### src/rtl/octave_pkg.sv
// rtl/octave_pkg.sv - shared state encoding and pyramid address helpers for octave_scheduler
package octave_pkg;

    typedef enum logic [2:0] {
        ST_IDLE,
        ST_LAUNCH,
        ST_WAIT,
        ST_DONE,
        ST_ERROR
    } octave_state_t;

    function automatic int unsigned octave_pixels(input int unsigned k, input int unsigned w,
                                                  input int unsigned h);
        return (w >> k) * (h >> k);
    endfunction

    // Octaves are packed back to back, so base(k) is the pixel count of all smaller k.
    function automatic int unsigned octave_base(input int unsigned k, input int unsigned w,
                                                input int unsigned h);
        int unsigned sum;
        sum = 0;
        for (int unsigned i = 0; i < k; i++) begin
            sum = sum + octave_pixels(i, w, h);
        end
        return sum;
    endfunction

endpackage

### src/rtl/octave_rd_arbiter.sv
// rtl/octave_rd_arbiter.sv - pyramid BRAM read-port grant for the UART image sender
module octave_rd_arbiter (
    input  logic clk_in,
    input  logic rst_in,
    input  logic tx_req_in,
    input  logic grant_allowed,
    output logic tx_grant_out
);

    // Release is unconditional on a dropped request; new grants only when the scheduler is idle.
    always_ff @(posedge clk_in or posedge rst_in) begin
        if (rst_in) begin
            tx_grant_out <= 1'b0;
        end else if (!tx_req_in) begin
            tx_grant_out <= 1'b0;
        end else if (grant_allowed) begin
            tx_grant_out <= 1'b1;
        end
    end

endmodule

### src/rtl/octave_scheduler.sv
// rtl/octave_scheduler.sv - sequences image_half_full passes into a packed octave pyramid; OCTAVE_SCHED_TIMEOUT_EN adds a WAIT watchdog
module octave_scheduler
    import octave_pkg::*;
#(
    parameter int unsigned WIDTH          = 64,
    parameter int unsigned HEIGHT         = 64,
    parameter int unsigned NUM_OCTAVES    = 3,
    parameter int unsigned ADDR_W         = $clog2(2 * WIDTH * HEIGHT),
    parameter int unsigned TIMEOUT_CYCLES = 65536
) (
    input  logic                           clk_in,
    input  logic                           rst_in,
    input  logic                           start_in,
    output logic                           resize_start_out,
    input  logic                           resize_done_in,
    output logic [ADDR_W-1:0]              src_base_out,
    output logic [ADDR_W-1:0]              dst_base_out,
    output logic [15:0]                    src_width_out,
    output logic [15:0]                    src_height_out,
    output logic [$clog2(NUM_OCTAVES)-1:0] pass_out,
    output logic                           rd_sel_out,
    input  logic                           tx_req_in,
    output logic                           tx_grant_out,
    output logic                           busy_out,
    output logic                           pyramid_done_out,
    output logic                           error_out,
    output logic                           start_dropped_out
);

    localparam int unsigned PASS_W = $clog2(NUM_OCTAVES);
    localparam int unsigned IDX_W  = $clog2(NUM_OCTAVES + 1);

    octave_state_t state_q, state_d;

    logic [PASS_W-1:0] pass_q;
    logic [ADDR_W-1:0] src_base_q, dst_base_q;
    logic [15:0]       src_width_q, src_height_q;
    logic              pyramid_done_q, start_dropped_q;
    logic              idle_like, start_accept, last_pass, done_hit, advance, finish;
    logic              timeout_hit;

    logic [ADDR_W-1:0] base_tbl [2**IDX_W];

    for (genvar g = 0; g < 2**IDX_W; g++) begin : g_base
        assign base_tbl[g] = ADDR_W'(octave_base(g, WIDTH, HEIGHT));
    end

    assign idle_like    = (state_q == ST_IDLE) || (state_q == ST_DONE) || (state_q == ST_ERROR);
    assign start_accept = start_in && idle_like && !tx_grant_out;
    assign last_pass    = (pass_q == PASS_W'(NUM_OCTAVES - 2));
    assign done_hit     = (state_q == ST_WAIT) && resize_done_in;
    assign advance      = done_hit && !last_pass;
    assign finish       = done_hit && last_pass;

`ifdef OCTAVE_SCHED_TIMEOUT_EN
    localparam int unsigned CNT_W = $clog2(TIMEOUT_CYCLES + 1);

    logic [CNT_W-1:0] wait_cnt_q;
    logic             error_q;

    assign timeout_hit = (state_q == ST_WAIT) && !resize_done_in
                         && (wait_cnt_q == CNT_W'(TIMEOUT_CYCLES - 1));

    always_ff @(posedge clk_in or posedge rst_in) begin
        if (rst_in) begin
            wait_cnt_q <= '0;
            error_q    <= 1'b0;
        end else begin
            if (state_q == ST_LAUNCH) begin
                wait_cnt_q <= '0;
            end else if (state_q == ST_WAIT) begin
                wait_cnt_q <= wait_cnt_q + CNT_W'(1);
            end
            if (start_accept) begin
                error_q <= 1'b0;
            end else if (timeout_hit) begin
                error_q <= 1'b1;
            end
        end
    end

    assign error_out = error_q;
`else
    logic unused_timeout;

    assign unused_timeout = (TIMEOUT_CYCLES != 0);
    assign timeout_hit    = 1'b0;
    assign error_out      = 1'b0;
`endif

    always_ff @(posedge clk_in or posedge rst_in) begin
        if (rst_in) begin
            state_q <= ST_IDLE;
        end else begin
            state_q <= state_d;
        end
    end

    always_comb begin
        state_d          = state_q;
        resize_start_out = 1'b0;
        busy_out         = 1'b0;
        case (state_q)
            ST_IDLE, ST_DONE, ST_ERROR: begin
                if (start_accept) state_d = ST_LAUNCH;
            end
            ST_LAUNCH: begin
                resize_start_out = 1'b1;
                busy_out         = 1'b1;
                state_d          = ST_WAIT;
            end
            ST_WAIT: begin
                busy_out = 1'b1;
                if (finish) begin
                    state_d = ST_DONE;
                end else if (advance) begin
                    state_d = ST_LAUNCH;
                end else if (timeout_hit) begin
                    state_d = ST_ERROR;
                end
            end
            default: state_d = ST_IDLE;
        endcase
    end

    // Pass descriptors only move on an accepted start or a completed pass, so they hold in DONE/ERROR.
    always_ff @(posedge clk_in or posedge rst_in) begin
        if (rst_in) begin
            pass_q          <= '0;
            src_base_q      <= '0;
            dst_base_q      <= '0;
            src_width_q     <= '0;
            src_height_q    <= '0;
            pyramid_done_q  <= 1'b0;
            start_dropped_q <= 1'b0;
        end else begin
            pyramid_done_q  <= finish;
            start_dropped_q <= start_in && !start_accept;
            if (start_accept) begin
                pass_q       <= '0;
                src_base_q   <= base_tbl[0];
                dst_base_q   <= base_tbl[1];
                src_width_q  <= 16'(WIDTH);
                src_height_q <= 16'(HEIGHT);
            end else if (advance) begin
                pass_q       <= pass_q + PASS_W'(1);
                src_base_q   <= dst_base_q;
                dst_base_q   <= base_tbl[IDX_W'(pass_q) + IDX_W'(2)];
                src_width_q  <= src_width_q >> 1;
                src_height_q <= src_height_q >> 1;
            end
        end
    end

    octave_rd_arbiter u_rd_arbiter (
        .clk_in        (clk_in),
        .rst_in        (rst_in),
        .tx_req_in     (tx_req_in),
        .grant_allowed (idle_like && !start_accept),
        .tx_grant_out  (tx_grant_out)
    );

    assign rd_sel_out        = tx_grant_out;
    assign pass_out          = pass_q;
    assign src_base_out      = src_base_q;
    assign dst_base_out      = dst_base_q;
    assign src_width_out     = src_width_q;
    assign src_height_out    = src_height_q;
    assign pyramid_done_out  = pyramid_done_q;
    assign start_dropped_out = start_dropped_q;

endmodule

### config.mk
export PLATFORM = sky130hd
export DESIGN_NAME = octave_scheduler
export DESIGN_NICKNAME = d
export VERILOG_FILES = /design/src/rtl/octave_pkg.sv /design/src/rtl/octave_rd_arbiter.sv /design/src/rtl/octave_scheduler.sv
export SDC_FILE = /design/constraint.sdc
export NUM_CORES = 1
export LEC_CHECK = 0
export ABC_AREA = 1
export CORE_ASPECT_RATIO = 0.6
export CORE_UTILIZATION = 38
export CTS_CLUSTER_SIZE = 30
export DETAILED_ROUTE_END_ITERATION = 8
export GPL_TIMING_DRIVEN = 1
export PLACE_DENSITY = 0.8
export SLEW_MARGIN = 20
export SYNTH_ARGS = -nofsm -noshare
export SYNTH_HDL_FRONTEND = slang
export SYNTH_SLANG_ARGS = --single-unit
### constraint.sdc
create_clock -name clk_in -period 1.5 [get_ports clk_in]
set_input_delay 0.375 -clock clk_in [delete_from_list [all_inputs] [get_ports clk_in]]
set_output_delay 0.375 -clock clk_in [all_outputs]
set_load 0.05 [all_outputs]
==> results.json, run 1 <==
{
  "numCtsBuffers": 3,
  "grt_pass1_vias": 812,
  "cp_data_required_time_ps": 1120,
  "totalWireLength_mm": 2.65,
  "die_y_um": 46.5,
  "cpMaxStageDelayCell": "dfrtp_2",
  "synth_top_family_by_area": "buffers and inverters",
  "synthDominantCellAreaShare_pct": 40.0,
  "firstDrtPassIters": 4,
  "cts_buffer_depth": 2,
  "synthSimpleGateAreaFrac_pct": 18.0,
  "dp_cells": 217,
  "place_congestion": 0.734,
  "drc": 0,
  "ys_async_sr_fraction_pct": 100,
  "wire_per_inst_um": 11.8,
  "grt_max_degree": 21,
  "yosysMostFrequentCell": "buf_4",
  "first_iter_violations": 32,
  "grt_antenna_before_repair": 0,
  "rsz0062_at_grt": "true",
  "layout-drive-gt1-share_pct": 30.6,
  "nets": 193,
  "max-vdd-ir-drop_mv": 1.74,
  "nFillCells": 243,
  "num_rows": 15,
  "grt_pass1_wl_mm": 3.93,
  "cp_slowest_stage_delay_ps": 440,
  "synth_edf_count": 0,
  "die-area_um2": 3540,
  "synth.distinct_cells": 17,
  "path_max_fanout": 3,
  "arrival_ps": 1170,
  "io_pins": 72,
  "worstSetupStartpointType": "flip-flop",
  "area_growth_pct": 54.1,
  "synth-seq-area-share_pct": 40.0,
  "syn_area_um2": 1250,
  "syn_inst": 146,
  "status": "finished with violations",
  "antenna_cells": 0,
  "pre_cts_ws_ps": -161,
  "violations": "negative setup slack",
  "coreArea_um2": 3000,
  "synth_xor_area_share_pct": 0,
  "synth_top_area_cell": "dfrtp_1",
  "avgViaCountPerCell": 4.04,
  "rr_startpoint": "state_q[1]$_DFFE_PP0P_",
  "period_needed_ps": 1540,
  "grt.total_usage_pct": 15.4,
  "setup_viol": 1,
  "r2r.worst_path.cells": 6,
  "ys_ff_latch": 20,
  "power_density_nw_per_um2": 2150,
  "synthAdderAreaFrac_pct": 4.00,
  "vias": 910,
  "skew_ps": 5.50,
  "maxSlewViolCount": 0,
  "syn_avg_cell_area_um2": 8.58,
  "final_cell_count_no_fill": 225,
  "final-hold-violation-count": 0,
  "fin_total_pwr_w": 0.00416,
  "path_cells": "ha_4, inv_4, buf_12",
  "ys_top_cells_by_count": "buf_4 (48), nand2_1 (26), dfrtp_1 (20), nand3_1 (17), inv_1 (13)",
  "min-delay-path-class": "in2async",
  "overflow": 0,
  "min_period_over_period_pct": 103,
  "cts_sinks": 20,
  "ctsHtreeMaxLevel": 1,
  "crit_type": "reg2out",
  "power_leakage_nw": 0.964,
  "cts-root-buf": "clkbuf_8",
  "synth_top_flop_cell": "dfrtp_1",
  "clkTransAtPathRegs_ps": 80,
  "hpwl_mm": 1.85,
  "r2r-end": "pass_out[1]$_DFFE_PP0P_",
  "drv_cap": 0,
  "io_buffers": 32,
  "max_freq_mhz": 649,
  "start_util_pct": 41.7,
  "rrSetupSlack_ps": 40,
  "die_w_um": 76.1,
  "cts_tree": "done",
  "end_kind": "output pin",
  "synthMuxAreaShare_pct": 0,
  "yosys_warnings": 0,
  "setup_ws_ps": -40.7,
  "insertion_delay_ps": 260,
  "synth_compound_area_share_pct": 3.80,
  "synth_area_leaders": "dfrtp_1 (40%), buf_4 (29%), nand2_1 (7.8%)",
  "antenna_left": 0
}
worst max-delay path, delay by kind of cell (launching register included):
family	cells	cell delay (ps)
adder cells (fa/ha/maj)	1	300
buffers and inverters	2	170
flip-flops	1	440
state kept, by name, summed over array words and instances (netlist names):
| register | cells |
|---|---|
| dst_base_out | 3 |
| state_q | 2 |
| src_height_out | 6 |
| src_width_out | 1 |
| src_base_out | 3 |
| pyramid_done_out | 1 |
| start_dropped_out | 1 |
| pass_out | 2 |
| u_rd_arbiter.tx_grant_out | 1 |
metrics by stage:
step	util [%]	hold WS, ps	cell area, um2	TNS [ps]
after global placement	58.4	493	1750	-68.5
after detailed placement	58.4	500	1750	-564
after CTS	61.8	447	1850	-40.2
after floorplan	-	339	1400	0
final	64.3	440	1930	-40.7
after global routing	64.3	471	1930	-72.9
layout by cell type (no fill, tap or decap), types with 2 or more instances in the layout:
cell type         n
conb_1           39
nand3_1          17
clkbuf_8          3
nand2_2           2
o21ai_0           3
buf_4            10
inv_1            11
clkdlybuf4s50_1   4
dfrtp_1          18
nand2_1          25
buf_12           29
dfrtp_2           2
nor2_1            2
a21oi_1           4
ha_4              3
how the worst max path moves through the flow:
stage                                  startpoint                             to  slack [ps]  cells after the start
after CTS                  state_q[1]$_DFFE_PP0P_                       busy_out         -40                      3
after global placement                   start_in         state_q[1]$_DFFE_PP0P_         -20                      6
after detailed placement                 start_in         state_q[1]$_DFFE_PP0P_        -160                      6
after global routing       state_q[1]$_DFFE_PP0P_                       busy_out         -60                      3
final                      state_q[1]$_DFFE_PP0P_                       busy_out         -40                      3
after floorplan           pass_out[0]$_DFFE_PP0P_  src_height_out[1]$_DFFE_PP0P_           7                      6
logic make-up (layout without fill, tap and decap cells):
group / Yosys count / after routing
compound gates: 9 / 9
fa+ha+maj: 4 / 4
buf+inv: 63 / 62
flops: 20 / 20
other cells: 1 / 39
simple gates: 49 / 49
where the power goes:
part	leakage (nW)	switching (W)	internal, W	total (W)
Clock	0.0357	0.000185	0.000356	0.000541
Combinational	0.671	0.00153	0.00121	0.00274
Sequential	0.258	0.000203	0.000675	0.000878
Total	0.964	0.00192	0.00224	0.00416
repair_timing:
action / 4_1_cts / 5_1_grt
gates cloned: 0 / 1
resized for setup: 4 / 10
pin swaps: 1 / 1
hold buffers: 0 / 0
setup endpoints to repair: 1 / 8
buffers inserted: 2 / 1
endpoints found under the hold margin: 0 / 0
area by class of cell:
class | instances | area [um2] | share of cell area [%]
sequential | 20 | 503 | 26.1
clock buffer | 3 | 41.3 | 2.14
tap | 42 | 52.6 | 2.72
multi-input combinational | 101 | 517 | 26.8
inverter | 13 | 51.3 | 2.66
clock inverter | 1 | 30.0 | 1.56
timing repair buffer | 45 | 736 | 38.1
per-layer routing:
layer / global-route usage [%] / vias up / part of all wire (%)
li1: - / 445 / -
met4: 3.46 / 0 / 0.38
met2: 28.2 / 38 / 49
met5: 0 / - / 0
met1: 17.2 / 425 / 43
met3: 6.73 / 2 / 7.9
Power figures use the tool's default switching activity.
==> run 2, diff against run 1 <==
--- a/config.mk
+++ b/config.mk
@@ -5,13 +5,12 @@
 export SDC_FILE = /design/constraint.sdc
 export NUM_CORES = 1
 export LEC_CHECK = 0
-export ABC_AREA = 1
 export CORE_ASPECT_RATIO = 0.6
-export CORE_UTILIZATION = 38
+export CORE_UTILIZATION = 37
 export CTS_CLUSTER_SIZE = 30
 export DETAILED_ROUTE_END_ITERATION = 8
 export GPL_TIMING_DRIVEN = 1
-export PLACE_DENSITY = 0.8
+export PLACE_DENSITY = 0.79
 export SLEW_MARGIN = 20
 export SYNTH_ARGS = -nofsm -noshare
 export SYNTH_HDL_FRONTEND = slang
==> run 2 against run 1 <==
  * The flow still finishes with violations (negative setup slack)
  * Hold slack worse by 6.9 ps
  * Critical path depth is 1 higher
  * Combinational power is 5% lower
  * Clock power is 1% lower
  * Synthesized cell count is 22% lower
  * Non-clock buffer count is 3 lower
  * Maximum frequency is 1.0% lower
  * Synthesized area is 2.7% lower
  * Largest power group unchanged
==> results.json, run 2 <==
{
  "postLayoutCoreUtil_pct": 61.4,
  "skew_ps": 6.71,
  "crit_type": "reg2out",
  "die_y_um": 46.5,
  "setup_viol": 13,
  "yosysMostFrequentCell": "buf_4",
  "overflow": 0,
  "cts_sinks": 20,
  "violations": "negative setup slack",
  "worstSetupStartpointType": "flip-flop",
  "maxSlewViolCount": 0,
  "layout_commonest_cell": "conb_1",
  "grt_antenna_before_repair": 0,
  "grt.total_usage_pct": 13.6,
  "syn_inst": 114,
  "largest_register_ffs": 6,
  "syn_avg_cell_area_um2": 10.7,
  "firstDrtPassIters": 4,
  "hpwl_mm": 1.81,
  "multi_input_area_um2": 513,
  "met3_usage_pct": 5.54,
  "ys_top_cells_by_count": "buf_4 (47), dfrtp_1 (20), a22o_1 (10), inv_1 (6), ha_1 (4)",
  "wire_per_inst_um": 12.6,
  "cpMaxStageDelayCell": "dfrtp_1",
  "crit_buf_inv": 3,
  "synth_top_flop_cell": "dfrtp_1",
  "placed_cell_area_um2": 1680,
  "avgViaCountPerCell": 4.17,
  "insertion_delay_ps": 260,
  "synth.distinct_cells": 23,
  "ys_async_sr_fraction_pct": 100,
  "ctsHtreeMaxLevel": 1,
  "regArea_um2": 503,
  "arrival_ps": 1180,
  "hold_slack_ps": 434,
  "max_freq_mhz": 642,
  "drv_cap": 0,
  "pre_cts_ws_ps": -194,
  "cp_data_required_time_ps": 1120,
  "die_w_um": 76.1,
  "end_kind": "output pin",
  "rsz0062_at_grt": "true",
  "rrSetupSlack_ps": -40,
  "power_leakage_nw": 0.892,
  "layout-drive-gt1-share_pct": 38.7,
  "nFillCells": 228,
  "start_util_pct": 40.6,
  "rr_startpoint": "state_q[0]$_DFFE_PP0P_",
  "ys_ff_latch": 20,
  "first_iter_violations": 41,
  "max-vdd-ir-drop_mv": 1.78,
  "synth_edf_count": 0,
  "synth_area_leaders": "dfrtp_1 (41%), buf_4 (29%), a22o_1 (7.2%)",
  "ctsHoldBuffers": 0,
  "antenna_cells": 0,
  "finalInstanceArea_um2": 1840,
  "critical_path_depth": 4,
  "crit_start": "state_q[0]$_DFFE_PP0P_",
  "syn_area_um2": 1220,
  "cp_slowest_stage_delay_ps": 390,
  "cp-endpoint": "busy_out",
  "cts-root-buf": "clkbuf_8",
  "clkTransAtPathRegs_ps": 80,
  "min_period_over_period_pct": 104,
  "io_pins": 72,
  "drc": 0,
  "grt_max_degree": 21,
  "status": "finished with violations",
  "power_density_nw_per_um2": 2180,
  "coreArea_um2": 3000,
  "r2r-end": "pass_out[1]$_DFFE_PP0P_",
  "global_route.usage.met2_pct": 25.1,
  "die-area_um2": 3530,
  "nets": 160,
  "min-delay-path-class": "in2async",
  "yosys_warnings": 0,
  "period_needed_ps": 1560,
  "synth-seq-area-share_pct": 41.1,
  "r2r.worst_path.cells": 6,
  "io_buffers": 32,
  "cp_top_family": "flip-flops",
  "cts_buffer_depth": 2,
  "busiest_layer": "met2",
  "setup_ws_ps": -56.5,
  "final-hold-violation-count": 0,
  "antenna_left": 0,
  "grt_pass1_vias": 704,
  "area_growth_pct": 51.3,
  "place_congestion": 0.812,
  "cts_tree": "done",
  "synthDominantCellAreaShare_pct": 41.1,
  "vias": 800,
  "final_cell_mix": "conb_1 (39), buf_12 (28), dfrtp_1 (18)",
  "num_rows": 15,
  "met1_usage_pct": 15.5,
  "synth_top_area_cell": "dfrtp_1",
  "path_max_fanout": 3,
  "totalWireLength_mm": 2.42,
  "grt_pass1_wl_mm": 3.51,
  "numCtsBuffers": 3,
  "path_cells": "inv_2, ha_4, inv_4, buf_12"
}
run 2: changes by cell type in the layout (fill, tap and decap cells not counted), sizes merged, moves of 4 or more:
cell / delta
o21ai: -4
nand2: -27
inv: -7
nand3: -18
a22o: +10
nor2: +4
run 2: through the flow:
step / cells / power (W) / TNS (ps)
6_report: 192 / 0.00403 / -309
4_1_cts: 188 / 0.00386 / -112
3_3_place_gp: 182 / 0.00310 / -1790
2_1_floorplan: 152 / 0.00233 / -491
3_5_place_dp: 182 / 0.00317 / -2590
5_1_grt: 192 / 0.00419 / -754
run 2: worst min path at each step:
stage	end	slack [ps]	start
floorplan	dst_base_out[10]$_DFFE_PP0P_	340	rst_in
global placement	state_q[1]$_DFFE_PP0P_	540	state_q[1]$_DFFE_PP0P_
detailed placement	state_q[1]$_DFFE_PP0P_	560	state_q[1]$_DFFE_PP0P_
CTS	src_height_out[2]$_DFFE_PP0P_	440	rst_in
global route	src_height_out[2]$_DFFE_PP0P_	460	rst_in
finish	src_height_out[0]$_DFFE_PP0P_	430	rst_in
run 2: logic make-up (layout without fill, tap and decap cells):
group	count (synthesis)	count (layout)	share of synthesized area, %
buf+inv	56	52	33.6
xor+xnor	1	1	0.719
flops	20	20	41.1
other cells	1	39	0.308
mux	2	2	1.64
compound gates	16	16	10.6
simple gates	14	16	8.01
fa+ha+maj	4	4	4.11
run 2: layout make-up:
| cell class | instances | share of cell area [%] |
|---|---|---|
| sequential | 20 | 27.3 |
| tap | 42 | 2.85 |
| inverter | 6 | 1.36 |
| multi-input combinational | 78 | 27.8 |
| timing repair buffer | 42 | 36.8 |
| clock inverter | 1 | 1.63 |
| clock buffer | 3 | 2.24 |
run 2: what timing repair did:
item                       CTS  global route
setup endpoints to repair   15            15
cloned                       0             2
setup buffers                2             2
pin swaps                    2            11
resized for setup            5             6
run 2: power by group:
part | switching, W | leakage, nW | internal, W
Sequential | 0.000207 | 0.257 | 0.000677
Combinational | 0.00144 | 0.599 | 0.00117
Clock | 0.000177 | 0.0357 | 0.000356
run 2: worst reg2reg max path, stage by stage (launching register included):
cell and delay [ps]:
dfrtp_1 390, inv_2 70, ha_4 290, and3b_2 350, buf_6 150, nor3_1 40, a21o_1 140
run 2: layer usage:
layer / wire length [um] / vias to the layer above
met5: 0 / -
met4: 10 / 0
met3: 168 / 2
met2: 1240 / 36
met1: 999 / 400
li1: - / 362
